<file path="src/rtl/trigger_stretcher_pkg.sv">
// Shared types and timing helpers for the trigger stretcher (and the button debouncer's timing math).
package trigger_pkg;

  typedef enum logic [1:0] {
    IDLE = 2'd0,
    HIGH = 2'd1,
    GAP  = 2'd2
  } trig_state_t;

  // Ceil of ms * 1e6 / clk_period_ns; a zero period yields 0 so the caller's range check fires.
  function automatic int unsigned ms_to_cycles(input int unsigned ms,
                                               input int unsigned clk_period_ns);
    longint unsigned num;
    longint unsigned per;
    if (clk_period_ns == 0) return 0;
    num = 64'(ms) * 64'd1_000_000;
    per = 64'(clk_period_ns);
    return 32'((num + per - 64'd1) / per);
  endfunction

  function automatic int unsigned max_u(input int unsigned a, input int unsigned b);
    return (a > b) ? a : b;
  endfunction

endpackage

</file>
<file path="src/rtl/trigger_stretcher.sv">
// Stretches single-cycle triggers into fixed-width pulses separated by a fixed low gap.
// Optional pending-trigger queue enabled by defining TRIGGER_STRETCHER_QUEUE_EN.
module trigger_stretcher
  import trigger_pkg::*;
#(
  parameter int unsigned CLK_PERIOD_NS = 10,
  parameter int unsigned PULSE_TIME_MS = 5,
  parameter int unsigned GAP_TIME_MS   = 5,
  parameter int unsigned QUEUE_DEPTH   = 3
) (
  input  logic clk,
  input  logic rst_n,
  input  logic trig,
  output logic out,
  output logic busy,
  output logic dropped
);

  localparam int unsigned PULSE_CYCLES = ms_to_cycles(PULSE_TIME_MS, CLK_PERIOD_NS);
  localparam int unsigned GAP_CYCLES   = ms_to_cycles(GAP_TIME_MS, CLK_PERIOD_NS);
  localparam int unsigned MAX_CYCLES   = max_u(PULSE_CYCLES, GAP_CYCLES);
  localparam int unsigned CNT_W        = (MAX_CYCLES > 1) ? $clog2(MAX_CYCLES) : 1;

  localparam logic [CNT_W-1:0] PULSE_LAST = CNT_W'(PULSE_CYCLES - 1);
  localparam logic [CNT_W-1:0] GAP_LAST   = CNT_W'(GAP_CYCLES - 1);

  // Elaboration-time range checks.
  if (PULSE_CYCLES < 1) begin : g_bad_pulse
    $fatal(1, "trigger_stretcher: PULSE_CYCLES must be >= 1");
  end
  if (GAP_CYCLES < 1) begin : g_bad_gap
    $fatal(1, "trigger_stretcher: GAP_CYCLES must be >= 1");
  end
  if (QUEUE_DEPTH < 1) begin : g_bad_depth
    $fatal(1, "trigger_stretcher: QUEUE_DEPTH must be >= 1");
  end

  trig_state_t      state, state_n;
  logic [CNT_W-1:0] cnt, cnt_n;
  logic             dropped_n;
  logic             gap_last;
  logic             trig_busy;

`ifdef TRIGGER_STRETCHER_QUEUE_EN
  localparam int unsigned       PEND_W   = $clog2(QUEUE_DEPTH + 1);
  localparam logic [PEND_W-1:0] PEND_MAX = PEND_W'(QUEUE_DEPTH);
  logic [PEND_W-1:0] pending, pending_n;
`endif

  assign gap_last = (state == GAP) && (cnt == GAP_LAST);
  // A trigger that arrives while busy and cannot start a pulse right away.
  assign trig_busy = trig && ((state == HIGH) || ((state == GAP) && !gap_last));

  // Next-state, counter, queue and drop decision.
  always_comb begin
    state_n   = state;
    cnt_n     = cnt;
    dropped_n = 1'b0;
`ifdef TRIGGER_STRETCHER_QUEUE_EN
    pending_n = pending;
`endif
    unique case (state)
      IDLE: begin
        if (trig) begin
          state_n = HIGH;
          cnt_n   = '0;
        end
      end
      HIGH: begin
        if (cnt == PULSE_LAST) begin
          state_n = GAP;
          cnt_n   = '0;
        end else begin
          cnt_n = cnt + 1'b1;
        end
      end
      GAP: begin
        if (gap_last) begin
          cnt_n = '0;
`ifdef TRIGGER_STRETCHER_QUEUE_EN
          // Queued trigger wins; a coincident new trig takes its slot in the queue.
          if (pending != '0) begin
            state_n = HIGH;
            if (!trig) pending_n = pending - 1'b1;
          end else if (trig) begin
            state_n = HIGH;
          end else begin
            state_n = IDLE;
          end
`else
          state_n = trig ? HIGH : IDLE;
`endif
        end else begin
          cnt_n = cnt + 1'b1;
        end
      end
      default: begin
        state_n = IDLE;
        cnt_n   = '0;
      end
    endcase

    if (trig_busy) begin
`ifdef TRIGGER_STRETCHER_QUEUE_EN
      if (pending < PEND_MAX) pending_n = pending + 1'b1;
      else                    dropped_n = 1'b1;
`else
      dropped_n = 1'b1;
`endif
    end
  end

  // State, counter and registered outputs.
  always_ff @(posedge clk or negedge rst_n) begin
    if (!rst_n) begin
      state   <= IDLE;
      cnt     <= '0;
      out     <= 1'b0;
      busy    <= 1'b0;
      dropped <= 1'b0;
`ifdef TRIGGER_STRETCHER_QUEUE_EN
      pending <= '0;
`endif
    end else begin
      state   <= state_n;
      cnt     <= cnt_n;
      out     <= (state_n == HIGH);
      busy    <= (state_n != IDLE);
      dropped <= dropped_n;
`ifdef TRIGGER_STRETCHER_QUEUE_EN
      pending <= pending_n;
`endif
    end
  end

endmodule
</file>
<file path="config.mk">
export PLATFORM = sky130hd
export DESIGN_NAME = trigger_stretcher
export DESIGN_NICKNAME = d
export VERILOG_FILES = /design/src/rtl/trigger_stretcher_pkg.sv /design/src/rtl/trigger_stretcher.sv
export SDC_FILE = /design/constraint.sdc
export NUM_CORES = 1
export LEC_CHECK = 0
export ABC_AREA = 1
export CAP_MARGIN = 20
export CORE_MARGIN = 1
export CORE_UTILIZATION = 55
export CTS_CLUSTER_SIZE = 25
export DETAILED_ROUTE_END_ITERATION = 8
export GPL_TIMING_DRIVEN = 0
export PLACE_DENSITY = 0.73
export SETUP_SLACK_MARGIN = 0.4
export SYNTH_ARGS = -nofsm -noshare
export SYNTH_HDL_FRONTEND = slang
export SYNTH_SLANG_ARGS = --single-unit
</file>
<file path="constraint.sdc">
create_clock -name clk -period 1.9 [get_ports clk]
set_input_delay 0.38 -clock clk [delete_from_list [all_inputs] [get_ports clk]]
set_output_delay 0.38 -clock clk [all_outputs]
set_load 0.01 [all_outputs]
</file>
==> impl_metrics.ini <==
[status]
status = finished, final reports clean

[worst_setup_path]
timing.rr.start = cnt[7]
slowest_stage = dfrtp_1
reg2regPathDepth = 10
path_class = reg -> reg
reg2reg_to = cnt[3]
crit_arrival_ns = 1.76
crit_chain = nor2_1 -> nand2_2 -> nor2_4 -> nand3_4 -> nand3_4 -> nand2_4 -> clkinv_4 -> buf_6 -> buf_12 -> nor2_2
critPathLaunchType = flip-flop
max_stage_delay_ns = 0.44
required_ns = 2.12
cpMostUsedCell = nand3_4
worstSetupEndpointType = flip-flop
rrSetupSlack_ns = 0.36
crit_fanout = 5

[routing]
drt_iter0_markers = 50
detail_route.wl_per_cell_um = 14.4
wirelength_mm = 3.71
vias_per_cell = 5.44
ant_nets = 0
route.detailed.drc = 0
first_pass_iters = 5
num_vias = 1404

[logic_synthesis]
async_flop_share = 1.00
ys.flop_type = dfrtp_1
synth_cell_types = 28
synth.avg_cell_area_sq_um = 7.96
synth_edf_count = 0
synthTopCellsByCount = 44 x nand2_1, 24 x dfrtp_1, 23 x inv_1, 19 x nor2_1, 18 x nor2_2
ys.warnings.count = 0
netlist_instances = 195
synth_seq_cells = 24
ys_top_cells_by_area = dfrtp_1 39%, nand2_1 11%, nor2_2 7.3%
yosysMostFrequentCell = nand2_1
yosysSeqAreaShare = 0.387
syn-cell-area_sq_um = 1550
yosys.area.top_type = dfrtp_1
synth_top_area_frac = 0.387
synth_nets = 203

[global_route]
antenna_found_initial = 0
grt_max_degree = 25
grt_pass1_wl_mm = 5.49
first_global_vias = 1286
globalRouteOverflowTotal = 0
globalRouteTotalUtil = 0.265

[power]
ir_worst_vdd_uv = 1010
p_leak_nw = 0.949
power.density_nw_per_um2 = 879
p_total_mw = 1.81

[die]
core_sq_um = 2570
design.die.area_sq_um = 3040
ios = 6
die_w_um = 55.1
rows = 18
dieHeight_um = 55.1
start_util = 0.604

[place]
preCtsSetupSlack_ns = -0.00352
hpwl_mm = 2.28
gp_congestion = 0.839
io_buffer_count = 5

[timing]
slew_violations = 0
hold_viol = 0
fmax_mhz = 649
fin_ws_ns = 0.358
period_minus_slack_ns = 1.54
relSlewSlack = 0.681
setup_viol = 0
fin_worst_skew_ns = 0.0132
period_share = 0.811
rsz0062_at_grt = yes
tightestPinTransition_ns = 0.477

[final_layout]
diodes = 0
multi_input_area_sq_um = 958
fillers = 168
area_growth_pct = 32.5
regArea_sq_um = 607
fin_nets = 237
drive_gt1_frac = 0.417

[clock_tree]
clk_pin_slew_worst_paths_ns = 0.14
tritoncts = built
insertion_delay_ns = 0.33
cts.path.max_buffers = 2
cts_sinks = 24
htreeDepth = 1
cts_buffers = 3
cts-root-buf = clkbuf_4

[min_path]
hp-class = in -> async

[run]
maxCapViolCount = 0
==> registers in the layout, indices dropped and copies added (netlist names) <==
register / cells
busy: 1
state: 2
cnt: 19
dropped: 1
out: 1
==> cells by family after synthesis <==
kind of cell               after synthesis  share of synthesized area
buffers and inverters                   30                     0.0871
muxes                                    1                    0.00645
DFF                                     24                      0.387
adders and majority gates                5                     0.0403
and+or+nand+nor                        117                      0.397
AOI/OAI and AO/OA                        9                     0.0314
xor gates and xnor gates                 9                     0.0508
==> worst max-delay path by stage <==
stage / slack [ns] / from / cells after the start / endpoint
2_1_floorplan: 0.41 / state[0] / 8 / cnt[17]
3_3_place_gp: 0.02 / trig / 9 / cnt[8]
3_5_place_dp: -0.004 / trig / 9 / cnt[8]
4_1_cts: 0.38 / state[0] / 9 / cnt[10]
5_1_grt: 0.29 / cnt[0] / 10 / cnt[18]
6_report: 0.36 / cnt[7] / 10 / cnt[3]
==> layout make-up <==
cell class                      instances  share of cell area
Tap cell                               30              0.0183
Timing Repair Buffer                   29               0.133
Inverter                               28              0.0548
Multi-Input combinational cell        141               0.466
Sequential cell                        24               0.295
Clock buffer                            4              0.0177
Buffer                                  2              0.0152
==> critical path: cells and delay by family (launching register included) <==
kind	cells	cell delay (ns)
simple gates	7	0.72
flops	1	0.44
buf+inv	3	0.28
==> per-stage QoR <==
stage | util | instances | TNS (ns) | hold WS [ns] | cell area [sq um]
after floorplan | - | 195 | 0 | 0.0844 | 1550
after global placement | 0.638 | 230 | 0 | 0.510 | 1640
after detailed placement | 0.638 | 230 | -0.00352 | 0.529 | 1640
after CTS | 0.730 | 250 | 0 | 0.573 | 1870
after global routing | 0.801 | 258 | 0 | 0.406 | 2060
final | 0.801 | 258 | 0 | 0.371 | 2060
==> what timing repair did <==
action / 4_1_cts / 5_1_grt
gates cloned: 1 / 0
resized for setup: 24 / 28
setup endpoints to repair: 24 / 20
pin swaps: 6 / 15
hold buffers: 0 / 0
buffers inserted: 15 / 7
hold endpoints to repair: 0 / 0
==> routing by layer <==
metal	wire [um]	share of wire	global-route usage
met1	1690	0.45	0.347
met2	1730	0.47	0.424
met3	185	0.050	0.0328
met4	104	0.028	0.142
met5	0	0	0
==> cells in the final DEF, fill, tap and decap left out, drive strengths merged <==
master         synthesis  routed
nand2                 48      48
nor2                  37      37
inv                   27      27
buf                    2      26
dfrtp                 24      24
nand3                 18      18
xor2                   7       7
o21ai                  7       7
nand4                  6       6
nor3                   6       6
ha                     5       5
clkbuf                 0       4
dlygate4sd2            0       3
xnor2                  2       2
clkdlybuf4s50          0       2
a21oi                  2       2
or2                    1       1
clkinv                 1       1
nand3b                 1       1
mux2i                  1       1
==> power breakdown <==
| part | internal (mW) | switching, mW |
|---|---|---|
| logic | 0.467 | 0.455 |
| clock network | 0.117 | 0.157 |
| registers | 0.569 | 0.0413 |
| total | 1.15 | 0.654 |
Power figures use the tool's default switching activity.
